===== config.mk =====
export PLATFORM = sky130hd
export DESIGN_NAME = btb_predictor
export DESIGN_NICKNAME = d
export VERILOG_FILES = /design/src/rtl/btb_pkg.sv /design/src/rtl/btb_sat_ctr2.sv /design/src/rtl/btb_predictor.sv
export SDC_FILE = /design/constraint.sdc
export NUM_CORES = 1
export LEC_CHECK = 0
export ABC_AREA = 1
export CORE_MARGIN = 2
export CORE_UTILIZATION = 35
export DETAILED_ROUTE_END_ITERATION = 8
export DONT_BUFFER_PORTS = 1
export MAX_ROUTING_LAYER = met4
export PLACE_DENSITY = 0.5
export RECOVER_POWER = 50
export SYNTH_ARGS = -nofsm -noshare
export SYNTH_HDL_FRONTEND = slang
export SYNTH_SLANG_ARGS = --single-unit

===== constraint.sdc =====
create_clock -name clk -period 3.7 [get_ports clk]
set_input_delay 0.74 -clock clk [delete_from_list [all_inputs] [get_ports clk]]
set_output_delay 0.74 -clock clk [all_outputs]
set_load 0.1 [all_outputs]

===== src/rtl/btb_pkg.sv =====
// Shared definitions for the branch target buffer: counter encoding,
// default geometry and the table entry layout.
package btb_pkg;

  localparam int BTB_IDX_W = 4;
  localparam int BTB_TAG_W = 16 - BTB_IDX_W;

  localparam logic [1:0] CTR_SNT = 2'd0;
  localparam logic [1:0] CTR_WNT = 2'd1;
  localparam logic [1:0] CTR_WT  = 2'd2;
  localparam logic [1:0] CTR_ST  = 2'd3;

  // Entry geometry follows BTB_IDX_W; change it here rather than overriding IDX_W alone.
  typedef struct packed {
    logic                 valid;
    logic [BTB_TAG_W-1:0] tag;
    logic [15:0]          target;
    logic [1:0]           ctr;
  } btb_entry_t;

endpackage


===== src/rtl/btb_sat_ctr2.sv =====
// Combinational next state of a 2-bit saturating direction counter.
module btb_sat_ctr2
  import btb_pkg::*;
(
  input  logic [1:0] ctr,
  input  logic       taken,
  output logic [1:0] ctr_next
);

  // NOTE: default assigned first so no path through always_comb leaves ctr_next unassigned (no latch).
  always_comb begin
    ctr_next = ctr;
    if (taken) begin
      if (ctr != CTR_ST) ctr_next = ctr + 2'd1;
    end else begin
      if (ctr != CTR_SNT) ctr_next = ctr - 2'd1;
    end
  end

endmodule


===== src/rtl/btb_predictor.sv =====
// Direct-mapped BTB with 2-bit direction counters: combinational fetch lookup,
// EX-stage training, hit flag piped to EX. Optional stats via `BTB_STATS_EN`.
module btb_predictor
  import btb_pkg::*;
#(
  parameter int IDX_W = BTB_IDX_W
) (
  input  logic        clk,
  input  logic        rst_n,
  input  logic [15:0] pc,
  input  logic        stall_IM_ID,
  input  logic        flow_change_ID_EX,
  input  logic        upd_valid,
  input  logic [15:0] upd_pc,
  input  logic        upd_taken,
  input  logic [15:0] upd_target,
  output logic        btb_hit,
  output logic [15:0] btb_nxt_pc,
  output logic        btb_hit_ID_EX
`ifdef BTB_STATS_EN
  ,
  output logic [15:0] stat_lookups,
  output logic [15:0] stat_hits
`endif
);

  localparam int DEPTH = 2 ** IDX_W;

  btb_entry_t       table_q [DEPTH];
  btb_entry_t       rd_entry;
  btb_entry_t       wr_entry;
  btb_entry_t       wr_data;
  logic [IDX_W-1:0] rd_idx;
  logic [IDX_W-1:0] wr_idx;
  logic             wr_match;
  logic             wr_en;
  logic [1:0]       ctr_next;
  logic             hit_IM_ID;

  // Fetch-side lookup; reads the pre-update contents when the same index is being trained.
  assign rd_idx     = pc[IDX_W-1:0];
  assign rd_entry   = table_q[rd_idx];
  assign btb_hit    = rd_entry.valid && (rd_entry.tag == pc[15:IDX_W]) && rd_entry.ctr[1];
  assign btb_nxt_pc = btb_hit ? rd_entry.target : 16'h0000;

  assign wr_idx   = upd_pc[IDX_W-1:0];
  assign wr_entry = table_q[wr_idx];
  assign wr_match = wr_entry.valid && (wr_entry.tag == upd_pc[15:IDX_W]);

  btb_sat_ctr2 u_sat_ctr (
    .ctr      (wr_entry.ctr),
    .taken    (upd_taken),
    .ctr_next (ctr_next)
  );

  always_comb begin
    wr_en   = 1'b0;
    wr_data = wr_entry;
    if (upd_valid) begin
      if (wr_match) begin
        wr_en        = 1'b1;
        wr_data.ctr  = ctr_next;
        if (upd_taken) wr_data.target = upd_target;
      end else if (upd_taken) begin
        wr_en   = 1'b1;
        wr_data = '{valid: 1'b1, tag: upd_pc[15:IDX_W], target: upd_target, ctr: CTR_WT};
      end
    end
  end

  // NOTE: the table is flops, not RAM, precisely so that every entry can be cleared by reset.
  always_ff @(posedge clk or negedge rst_n) begin
    if (!rst_n) begin
      for (int i = 0; i < DEPTH; i++) begin
        table_q[i] <= '{valid: 1'b0, tag: '0, target: 16'h0000, ctr: CTR_WNT};
      end
    end else if (wr_en) begin
      table_q[wr_idx] <= wr_data;
    end
  end

  // NOTE: non-blocking assignments so btb_hit_ID_EX takes the old hit_IM_ID, giving two stages.
  always_ff @(posedge clk or negedge rst_n) begin
    if (!rst_n) begin
      hit_IM_ID     <= 1'b0;
      btb_hit_ID_EX <= 1'b0;
    end else begin
      btb_hit_ID_EX <= hit_IM_ID;
      if (flow_change_ID_EX) hit_IM_ID <= 1'b0;
      else if (!stall_IM_ID) hit_IM_ID <= btb_hit;
    end
  end

`ifdef BTB_STATS_EN
  always_ff @(posedge clk or negedge rst_n) begin
    if (!rst_n) begin
      stat_lookups <= 16'h0000;
      stat_hits    <= 16'h0000;
    end else if (!stall_IM_ID) begin
      if (stat_lookups != 16'hFFFF) stat_lookups <= stat_lookups + 16'd1;
      if (btb_hit && (stat_hits != 16'hFFFF)) stat_hits <= stat_hits + 16'd1;
    end
  end
`endif

endmodule


==> flow_summary.yaml, run 1 <==
synth:
  syn-num-nets: 4065
  synth_cell_type_count: 35
  syn_avg_cell_area_um2: 6.970
  synth_seq_cells: 498
  synth_xor_area_frac: 0.001566
  ys.flop_type: "dfrtp_1"
  synth_edf_count: 0
  ys_seq_area_frac: 0.4465
  synth_area_mm2: 0.02796
  synthSimpleGateAreaFrac: 0.3109
  yosys_warnings: 0
  synth_top_family_by_area: "simple AND/OR/NAND/NOR gates"
  synth_compound_gate_area_share: 0.1689
  synth_cells: 4011
  synthArstFlopShare: 1.000
  muxShareOfSynthArea: 0
  yosys.area_share.adder: 0
cells_and_area:
  syn2layout_area_growth_pct: 15.77
  final_cell_mix: "nand2_1, dfrtp_1, o21ai_0"
  nets: 3993
  final_util: 0.4097
  final_cell_count_no_fill: 5044
  layout_commonest_cell: "nand2_1"
  n_fill_cell: 8219
  drive_above_1_share: 0.09348
cts:
  cts-buffers-inserted: 59
  insertion_delay_ns: 0.65
  clk_pin_slew_worst_paths_ns: 0.06
  clockRootBuffer: "clkbuf_16"
  cts_sinks: 498
  tritoncts: "yes"
  clk_path_buf_depth: 3
  h-tree-depth: 2
floorplanning:
  initial_core_util: 0.3539
  io_pins: 72
  fp.dieW_um: 286.6
  dieArea_mm2: 0.08216
  core_mm2: 0.07900
  rows: 103
  die_y_um: 286.6
power:
  pwr_density_cell_mw_per_mm2: 465.0
  finalPower_uw: 15050
  peakVddDrop_mv: 0.4168
  p_leak_uw: 0.01533
sta:
  setup_violations: 0
  hold_viol_final: 36
  whs_ns: -0.1770
  rsz0062_at_grt: "true"
  worst_slew_pin_slew_ns: 1.804
  skew_ns: 0.02552
  max_slew_margin: -0.2026
  slew_viol_final: 341
  fmax_ghz: 0.2744
  finalCriticalPeriod_ns: 3.645
  final.period_utilization: 0.9851
flow_run:
  max_cap_violations: 0
detailed_routing:
  ant_nets: 0
  num_vias: 27293
  initialDrtViolationCount: 2755
  routed_wl_mm: 113.5
  dr.pass1.iters: 6
  wl_per_cell_um: 22.50
  drcViolationCount: 0
  viasPerCell: 5.411
worst_setup_path:
  crit_path_cell_trace: "clkinv_16 -> buf_4 -> buf_4 -> a21oi_1 -> o21ai_0 -> nand3_1 -> nand3_1 -> nand2_1 -> xnor2_1 -> nand3_1 -> nor2_2 -> nand2_4 -> clkbuf_16 -> buf_6 -> nor2_4 -> buf_12"
  crit_slowest_cell: "buf_4"
  required_ns: 2.96
  path_class: "in -> out"
  cp_max_fo: 266
  crit_path_start_kind: "input pin"
  slowest_delay_ns: 0.19
  setup.worst_path.end_class: "output port"
  crit_top_cell: "nand3_1"
  critical_path_arrival_ns: 2.90
global_route:
  grt_pass1_vias: 26035
  grt_max_degree: 499
  antenna_found_initial: 4
  track_usage: 0.2818
  overflow: 0
  grt_pass1_wl_mm: 170.8
outcome:
  violations: "hold timing, slew limit"
  outcome: "finished with violations"
placement:
  gp_congestion: 0.8918
  place_inst: 4916
  hpwl_mm: 66.47
  port_buffers: 0
worst_hold_path:
  min_path_type: "in -> async"
[area by class of cell]
class,instances,area [µm²],share of cell area
inverters,164,659.4,0.02037
flip-flops and latches,498,12480,0.3857
well taps,1050,1314,0.04059
repair buffers,182,2183,0.06746
diodes,4,10.01,0.0003093
repair inverters,1,11.26,0.0003479
clock inverters,23,239.0,0.007384
clock buffers,89,1790,0.05532
multi-input cells,3033,13680,0.4226
[worst max-delay path: cells and delay by family]
kind,cells,cell delay [ns]
AO/OA/AOI/OAI,2,0.21
buffers and inverters,6,0.95
XOR/XNOR,1,0.11
AND/OR/NAND/NOR,7,0.83
[logic make-up (layout without fill, tap and decap cells)]
| family | count (synthesis) | count (layout) |
|---|---|---|
| and+or+nand+nor | 2204 | 2204 |
| AOI/OAI and AO/OA | 824 | 824 |
| DFF | 498 | 498 |
| buffers and inverters | 480 | 459 |
| xor gates and xnor gates | 5 | 5 |
| other | 0 | 4 |
[path summary, 6_finish.rpt]
path	cells past startpoint	start	slack (ns)	end
max	16	pc[0]	0.06	btb_nxt_pc[10]
min	0	rst_n	-0.18	table_q[293]$_DFFE_PN0P_
max reg2reg	17	table_q[461]$_DFFE_PN0P_	0.69	table_q[18]$_DFFE_PN0P_
min reg2reg	0	hit_IM_ID$_DFFE_PN0P_	0.45	btb_hit_ID_EX$_DFF_PN0_
max in group asynchronous	0	rst_n	2.45	table_q[29]$_DFFE_PN0P_
min in group clk	2	upd_target[0]	0.43	table_q[436]$_DFFE_PN0P_
[flip-flops by register name, summed over array words and instances, names as in the netlist]
signal / count
table_q: 496
btb_hit_ID_EX: 1
hit_IM_ID: 1
[through the flow]
stage	setup WS [ns]	setup TNS [ns]	area, µm²
after global placement	-0.1760	-2.202	30070
after floorplan	-0.07019	-0.2037	28090
after CTS	0.01313	0	32110
final	0.05523	0	32370
after detailed placement	-0.1667	-1.838	30070
after global routing	-0.08483	-1.097	32360
[where the power goes]
part	switching (µW)	internal, µW	total, µW
clock network	2540	3610	6150
logic	1410	854	2270
registers	518	6120	6640
[synthesized netlist by cell type (all sizes together), types with 16 or more instances]
library cell,count,area (µm²)
a21boi,16,153.9
a21oi,100,500.5
a22oi,69,518.0
buf,122,676.9
clkbuf,194,728.2
dfrtp,482,12060
dfstp,16,420.4
inv,164,615.6
nand2,1737,6525
nand3,313,1572
nor2,149,561.8
o211ai,105,788.3
o21ai,494,2472
o22ai,21,131.4
[routing by layer]
metal  share of wire  up-vias  track usage  wire length, µm
met5               0        -            -                0
met4           0.026        0      0.07277             2897
met3           0.075      164      0.04420             8525
met2            0.45     1033       0.4382            51380
met1            0.45    13178       0.3828            50660
li1                -    12918            -                -
[repair_timing]
action                                  CTS  global route
resized for setup                         6            38
hold endpoints to repair                482           482
gates cloned                              0             4
pin swaps                                 0            26
endpoints found under the setup margin   17            17
setup buffers                             0             9
Note: power is estimated with default switching activity, not from simulation.
==> run 2: changes to the inputs <==
==> constraint.sdc (replaced) <==
create_clock -name clk -period 3.7 [get_ports clk]
set_input_delay 0.37 -clock clk [delete_from_list [all_inputs] [get_ports clk]]
set_output_delay 0.37 -clock clk [all_outputs]
set_load 0.1 [all_outputs]
==> run 2 against run 1 <==
Compared with the run above: the flow finishes with violations (hold timing); largest power group unchanged; combinational power is 3% lower; sequential share of layout area up 1.1 points; critical path depth decreased by 2; sequential power is essentially flat; critical endpoint is now btb_nxt_pc[5]; non-clock buffer count shrank 35; register-to-register slack worse by 0.32 ns; flip-flop and latch count unchanged; worst setup slack improved by 0.054 ns; routed wire length decreased by 1.2%; final area is 2.9% lower.
==> flow_summary.yaml, run 2 (synthesized netlist as in run 1, its figures left out) <==
worst_setup_path:
  crit_top_cell: "nand3_1"
  setup.worst_path.end_class: "output port"
  crit_path_start_kind: "input pin"
  required_ns: 3.33
  reg2reg_from: "table_q[211]$_DFFE_PN0P_"
  rr_endpoint: "table_q[76]$_DFFE_PN0P_"
  reg2reg_depth: 17
  slowest_delay_ns: 0.44
  critical_path_arrival_ns: 3.22
  rrSetupSlack_ns: 0.37
  cp_max_fo: 265
  cpLargestDelayFamily: "buffers and inverters"
  crit_path_cell_trace: "inv_8 -> buf_4 -> nand2_1 -> o211ai_1 -> nand3_1 -> nand3_1 -> o21ai_0 -> xnor2_1 -> nand3_1 -> nor2_1 -> nand2_1 -> buf_6 -> nor2_2 -> buf_12"
  path_class: "in -> out"
  cp_num_buf_inv: 4
  crit_slowest_cell: "inv_8"
cells_and_area:
  nets: 3957
  largest_reg_flops: 496
  final_cell_count_no_fill: 5003
  final_cell_mix: "nand2_1, dfrtp_1, o21ai_0"
  reg.largest.list: "table_q: 496 flops, btb_hit_ID_EX: 1 flops, hit_IM_ID: 1 flops"
  layout_commonest_cell: "nand2_1"
  syn2layout_area_growth_pct: 12.46
  largest_register: "table_q"
  final_util: 0.3980
  drive_above_1_share: 0.07895
  stdcell_area_mm2: 0.03144
power:
  switching_share: 0.2952
  power_frac_seq: 0.449
  power_frac_clock: 0.402
  p_comb_frac: 0.149
  peakVddDrop_mv: 0.3622
  p_int_uw: 10400
  p_leak_uw: 0.01491
  pwr_density_cell_mw_per_mm2: 469.4
  switchingPower_uw: 4358
sta:
  final.period_utilization: 0.9704
  hold_viol_final: 495
  fin_ws_ns: 0.1093
  slew_viol_final: 0
  worst_slew_pin_slew_ns: 1.294
  rsz0062_at_grt: "false"
  whs_ns: -0.5392
  skew_ns: 0.01739
  max_slew_margin: 0.1313
  setup_violations: 0
  fmax_ghz: 0.2785
  finalCriticalPeriod_ns: 3.591
global_route:
  track_usage: 0.2790
  overflow: 0
  grt_util_met2: 0.4265
  grt_pass1_vias: 25648
  antenna_found_initial: 1
  grt_pass1_wl_mm: 169.2
  use_met1: 0.3863
  top_usage_layer: "met2"
  gr-usage-met3: 0.04149
  grt_max_degree: 499
floorplanning:
  die_y_um: 286.6
  initial_core_util: 0.3539
  io_pins: 72
  rows: 103
  core_mm2: 0.07900
  dieArea_mm2: 0.08216
  fp.dieW_um: 286.6
placement:
  port_buffers: 0
  placed_area_mm2: 0.02947
  gp_congestion: 0.8658
  place_inst: 4890
  hpwl_mm: 64.41
  dp_slack_ns: 0.1121
cts:
  h-tree-depth: 2
  clk_pin_slew_worst_paths_ns: 0.06
  insertion_delay_ns: 0.64
  tritoncts: "yes"
  cts_sinks: 498
  cts_hold_buf: 2
  clk_path_buf_depth: 3
  cts-buffers-inserted: 59
  clockRootBuffer: "clkbuf_16"
detailed_routing:
  initialDrtViolationCount: 2657
  viasPerCell: 5.425
  drcViolationCount: 0
  dr.pass1.iters: 6
  num_vias: 27143
  ant_nets: 0
  routed_wl_mm: 112.1
  wl_per_cell_um: 22.41
outcome:
  outcome: "finished with violations"
  violations: "hold timing"
flow_run:
  max_cap_violations: 0
worst_hold_path:
  min_path_type: "in -> async"
-- run 2: worst max path at each step --
stage	to	slack (ns)	depth (start not counted)	start
after floorplan	btb_nxt_pc[10]	-0.03	13	pc[0]
after detailed placement	btb_nxt_pc[1]	0.11	14	pc[0]
after CTS	btb_nxt_pc[1]	0.07	13	table_q[307]$_DFFE_PN0P_
after global routing	btb_nxt_pc[12]	0.08	13	table_q[177]$_DFFE_PN0P_
after global placement	btb_nxt_pc[5]	0.1	14	pc[0]
final	btb_nxt_pc[5]	0.11	14	pc[0]
-- run 2: metal layers --
layer / share of wire / wire length (µm) / vias up
met5: 0 / 0 / -
met4: 0.026 / 2946 / 0
met3: 0.068 / 7632 / 166
met2: 0.45 / 50630 / 983
met1: 0.45 / 50920 / 13164
li1: - / - / 12830
-- run 2: power by group through the flow --
| stage | Clock [µW] | Combinational (µW) | Sequential [µW] |
|---|---|---|---|
| after global routing | 6280 | 2520 | 6700 |
| after global placement | 0 | 2170 | 6700 |
| after floorplan | 0 | 1690 | 6560 |
| final | 5940 | 2200 | 6620 |
| after CTS | 6060 | 2200 | 6610 |
| after detailed placement | 0 | 2190 | 6690 |
-- run 2: cell type report --
cell class              count  area (µm²)
diodes                      1       2.502
fillers                  8372       47560
multi-input cells        3033       13560
inverters                 164       628.1
clock inverters            12       125.1
clock buffers              98        1824
flip-flops and latches    498       12480
repair buffers            147        1505
well taps                1050        1314
-- run 2: per-stage QoR --
| stage | setup TNS, ns | power [µW] | hold slack [ns] |
|---|---|---|---|
| 2_1_floorplan | -0.2589 | 8254 | 0.07441 |
| 3_3_place_gp | 0 | 8871 | 0.1119 |
| 3_5_place_dp | 0 | 8886 | 0.1139 |
| 4_1_cts | 0 | 14870 | -0.5761 |
| 5_1_grt | 0 | 15500 | -0.5674 |
| 6_report | 0 | 14760 | -0.5392 |
-- run 2: timing repair --
action / CTS / global route
endpoints found under the setup margin: 0 / 17
buffers inserted: 0 / 0
hold endpoints to repair: 499 / 498
resized for setup: 0 / 2
